<file path="src/rtl/hex_display_pkg.sv">
// ============================================================================
// Module      : hex_display_pkg
// Description : Shared seven-segment types and active-low glyph table.
// Revision    : 1.0 - initial release
// ============================================================================
`default_nettype none

package hex_display_pkg;

    typedef logic [6:0] seg7_t;

    localparam seg7_t SEG_BLANK = 7'h7F;

    // Active-low gfedcba glyphs; b and d are lower case to stay distinct from 8 and 0.
    localparam seg7_t HEX_SEG_LUT [16] = '{
        7'h40, 7'h79, 7'h24, 7'h30, 7'h19, 7'h12, 7'h02, 7'h78,
        7'h00, 7'h10, 7'h08, 7'h03, 7'h46, 7'h21, 7'h06, 7'h0E
    };

endpackage

`default_nettype wire

</file>
<file path="src/rtl/hex_seg_decode.sv">
// ============================================================================
// Module      : hex_seg_decode
// Description : Combinational nibble + blank to active-low seven-segment code.
// Revision    : 1.0 - initial release
// ============================================================================
`default_nettype none

module hex_seg_decode
    import hex_display_pkg::*;
(
    input  logic [3:0] digit,
    input  logic       blank,
    output seg7_t      seg
);

    always_comb begin
        seg = SEG_BLANK;
        if (!blank) begin
            case (digit)
                4'h0:    seg = HEX_SEG_LUT[0];
                4'h1:    seg = HEX_SEG_LUT[1];
                4'h2:    seg = HEX_SEG_LUT[2];
                4'h3:    seg = HEX_SEG_LUT[3];
                4'h4:    seg = HEX_SEG_LUT[4];
                4'h5:    seg = HEX_SEG_LUT[5];
                4'h6:    seg = HEX_SEG_LUT[6];
                4'h7:    seg = HEX_SEG_LUT[7];
                4'h8:    seg = HEX_SEG_LUT[8];
                4'h9:    seg = HEX_SEG_LUT[9];
                4'hA:    seg = HEX_SEG_LUT[10];
                4'hB:    seg = HEX_SEG_LUT[11];
                4'hC:    seg = HEX_SEG_LUT[12];
                4'hD:    seg = HEX_SEG_LUT[13];
                4'hE:    seg = HEX_SEG_LUT[14];
                4'hF:    seg = HEX_SEG_LUT[15];
                // Unknown nibbles in simulation fall back to a dark digit.
                default: seg = SEG_BLANK;
            endcase
        end
    end

endmodule

`default_nettype wire

</file>
<file path="src/rtl/hex_display.sv">
// ============================================================================
// Module      : hex_display
// Description : One HEX digit driver: decode, polarity select, output register.
// Revision    : 1.0 - initial release
// ============================================================================
`default_nettype none

module hex_display
    import hex_display_pkg::*;
#(
    parameter bit ACTIVE_LOW = 1'b1
)
(
    input  logic       clk,
    input  logic       reset,
    input  logic       en,
    input  logic       blank,
    input  logic [3:0] digit,
    output logic [6:0] seg
);

    // All-off level follows the board polarity so reset always darkens the digit.
    localparam seg7_t c_seg_off = ACTIVE_LOW ? SEG_BLANK : ~SEG_BLANK;

    seg7_t w_pattern;
    seg7_t w_drive;

    hex_seg_decode u_decode (
        .digit (digit),
        .blank (blank),
        .seg   (w_pattern)
    );

    assign w_drive = ACTIVE_LOW ? w_pattern : ~w_pattern;

    always_ff @(posedge clk or posedge reset) begin
        if (reset) begin
            seg <= c_seg_off;
        end else if (en) begin
            seg <= w_drive;
        end
    end

endmodule

`default_nettype wire

</file>
<file path="config.mk">
export PLATFORM = sky130hd
export DESIGN_NAME = hex_display
export DESIGN_NICKNAME = d
export VERILOG_FILES = /design/src/rtl/hex_display_pkg.sv /design/src/rtl/hex_seg_decode.sv /design/src/rtl/hex_display.sv
export SDC_FILE = /design/constraint.sdc
export NUM_CORES = 1
export LEC_CHECK = 0
export ABC_CLOCK_PERIOD_IN_PS = 1490
export CORE_AREA = 4 4 41 43
export CTS_CLUSTER_DIAMETER = 200
export CTS_CLUSTER_SIZE = 25
export DETAILED_ROUTE_END_ITERATION = 12
export DIE_AREA = 0 0 45 47
export PLACE_DENSITY = 0.85
export SETUP_SLACK_MARGIN = 0.4
export SYNTH_ARGS = -nofsm -noshare
export SYNTH_HDL_FRONTEND = slang
export SYNTH_HIERARCHICAL = 1
export SYNTH_SLANG_ARGS = --single-unit
</file>
<file path="constraint.sdc">
create_clock -name clk -period 1.49 [get_ports clk]
set_input_delay 0.2235 -clock clk [delete_from_list [all_inputs] [get_ports clk]]
set_output_delay 0.2235 -clock clk [all_outputs]
set_load 0.05 [all_outputs]
</file>
==> flow_summary.json <==
{
  "status": "completed",
  "ys_ff_latch": 7,
  "worst_pin_slew_ns": 0.275,
  "end_kind": "register",
  "grt_max_degree": 8,
  "die_h_um": 47,
  "place_hpwl_mm": 1.16,
  "track_usage": 0.168,
  "netlist_instances": 51,
  "die_w_um": 45,
  "start_util": 0.463,
  "wire_per_inst_um": 16.5,
  "tritoncts": "built",
  "max_flop_register": "seg",
  "crit_slowest_cell": "a311o_1",
  "hold_class": "input pin to asynchronous set/reset pin",
  "async_reset_ff_frac": 1.00,
  "ys_seq_area_frac": 0.305,
  "antenna_left": 0,
  "critPathLaunch": "digit[1]",
  "num_vias": 526,
  "yosysTopAreaCell": "dfstp_2",
  "ys_types": 20,
  "drt_wl_total_mm": 1.66,
  "fin_crit_sh": 0.880,
  "grt_first_pass_wirelength_mm": 2.44,
  "fillers": 79,
  "final_cells": 101,
  "synth_xor_area_frac": 0,
  "arrival_ns": 1.49,
  "nets": 102,
  "startpoint_type": "input pin",
  "path_clk_slew_ns": 0.06,
  "yosys.area_share.simple": 0.0996,
  "worstPathRequired_ns": 1.67,
  "syn_area_um2": 603,
  "reg_top3": "seg: 7 flops",
  "cts_hold_buf": 0,
  "antenna_cells": 0,
  "largest_reg_flops": 7,
  "vias_per_cell": 5.21,
  "clockRootBuffer": "clkbuf_4",
  "gp_congestion": 0.753,
  "drt_pass1_iterations": 4,
  "path_class": "input pin to register",
  "clk_path_buf_depth": 2,
  "r2r-start": "seg[1]",
  "insertion_delay_ns": 0.25,
  "postSynthAreaPerCell_um2": 11.8,
  "drtIter0Drc": 13,
  "io_pins": 15,
  "power.density_mw_per_mm2": 781,
  "synthTopCellsByArea": "dfstp_2, mux2_4, ha_1",
  "hold_viol": 0,
  "rows": 13,
  "slew_headroom": 0.817,
  "dp.cells": 90,
  "synthMuxAreaShare": 0.261,
  "critical_path.top_delay_family": "buffers and inverters",
  "period_minus_slack_ns": 1.31,
  "gr-total-overflow": 0,
  "peakVddDrop_mv": 0.377,
  "portBuffers": 14,
  "die_area_mm2": 0.00212,
  "setup_viol": 0,
  "p_leak_nw": 0.504,
  "synth_edf_count": 0,
  "rsz0062_at_grt": "true",
  "drive_above_1_share": 0.698,
  "yosysWarnings": 6,
  "skew_ns": 0,
  "clock.fmax_ghz": 0.762,
  "drc_errors": 0,
  "syn_nets": 66,
  "cts_htree_levels": 1,
  "antenna_found_initial": 0,
  "cap_violations": 0,
  "core_area_mm2": 0.00130,
  "slew_violations": 0,
  "cp_cell_sequence": "buf_6, buf_8, inv_12, ha_4, or2_4, a311o_1, mux2_4",
  "synth_top_area_share": 0.305,
  "cts_buffers": 3,
  "path_buf_inv": 3,
  "synth_top_family_by_area": "multiplexers",
  "synth-compound-area-share": 0.108,
  "clock_sinks": 7,
  "grt_pass1_vias": 527,
  "synth_ff_type": "dfstp_2",
  "hold_slack_ns": 0.461,
  "max_stage_delay_ns": 0.28,
  "cp_max_fo": 5,
  "post_synth_fa_ha_maj_area_fraction": 0.145,
  "syn2layout_area_growth_pct": 81.9
}
through the flow:
| stage | util | cell area, um^2 | TNS, ns | power, mW | setup WS (ns) |
|---|---|---|---|---|---|
| 6_report | 0.843 | 1100 | 0 | 0.857 | 0.178 |
| 5_1_grt | 0.843 | 1100 | 0 | 0.897 | 0.166 |
| 4_1_cts | 0.824 | 1070 | 0 | 0.848 | 0.138 |
| 3_5_place_dp | 0.742 | 966 | -2.60 | 0.641 | -0.486 |
| 3_3_place_gp | 0.742 | 966 | -2.37 | 0.627 | -0.440 |
| 2_1_floorplan | - | 673 | 0 | 0.455 | 0.235 |
routing by layer:
metal / vias up / GRT usage / part of all wire
met2: 26 / 0.333 / 0.54
li1: 254 / - / -
met1: 242 / 0.160 / 0.39
met4: 0 / 0.105 / 0.023
met5: - / 0 / 0
met3: 4 / 0.0230 / 0.046
cell usage after synthesis, types with 2 or more instances:
cell / count
nor2_1: 2
inv_1: 4
a32oi_1: 2
nand2b_1: 2
dfstp_2: 7
mux2i_1: 3
ha_1: 7
buf_6: 3
a221o_1: 2
mux2_4: 7
mux2_1: 2
nor2b_1: 2
cells by family (layout without fill, tap and decap cells):
logic type      Yosys count  after routing
buf+inv                   7             42
mux                      12             12
simple gates             11             11
fa+ha+maj                 7              7
flops                     7              7
compound gates            7              7
what timing repair did:
| item | in CTS | in global routing |
|---|---|---|
| endpoints found under the setup margin | 14 | 14 |
| setup buffers | 6 | 1 |
| pin swaps | 7 | 7 |
| gates resized for setup | 22 | 3 |
| endpoints found under the hold margin | 0 | 0 |
report_power, final:
part           internal, mW  total [mW]  switching (mW)
Combinational         0.231       0.418           0.187
Sequential            0.234       0.263          0.0292
Clock                 0.102       0.176          0.0740
Total                 0.567       0.857           0.290
cell type report:
class | count | area (um^2) | share of cell area
well taps | 15 | 18.8 | 0.0171
multi-input cells | 37 | 449 | 0.409
clock buffers | 4 | 26.3 | 0.0239
flip-flops and latches | 7 | 184 | 0.168
inverters | 4 | 35.0 | 0.0319
repair buffers | 34 | 384 | 0.350
cells in the final DEF (no fill, tap or decap), drive strengths merged:
cell type      count
buf               29
mux2               9
dfstp              7
ha                 7
clkbuf             4
inv                4
mux2i              3
dlygate4sd2        2
clkdlybuf4s50      2
nand2b             2
nor2b              2
nor2               2
a32oi              2
a221o              2
nand2              2
clkdlybuf4s15      1
nor3               1
a211o              1
o221ai             1
or2                1
and3               1
a311o              1
path summary, 6_finish.rpt:
path,depth (start not counted),end,slack [ns]
setup / recovery,7,seg[1],0.18
hold / removal,2,seg[5],0.46
setup reg to reg,2,seg[1],0.62
hold reg to reg,1,seg[5],0.65
max in group asynchronous,2,seg[4],1.00
min in group clk,3,seg[5],0.61
No activity file was read; power rests on OpenSTA's default activity.
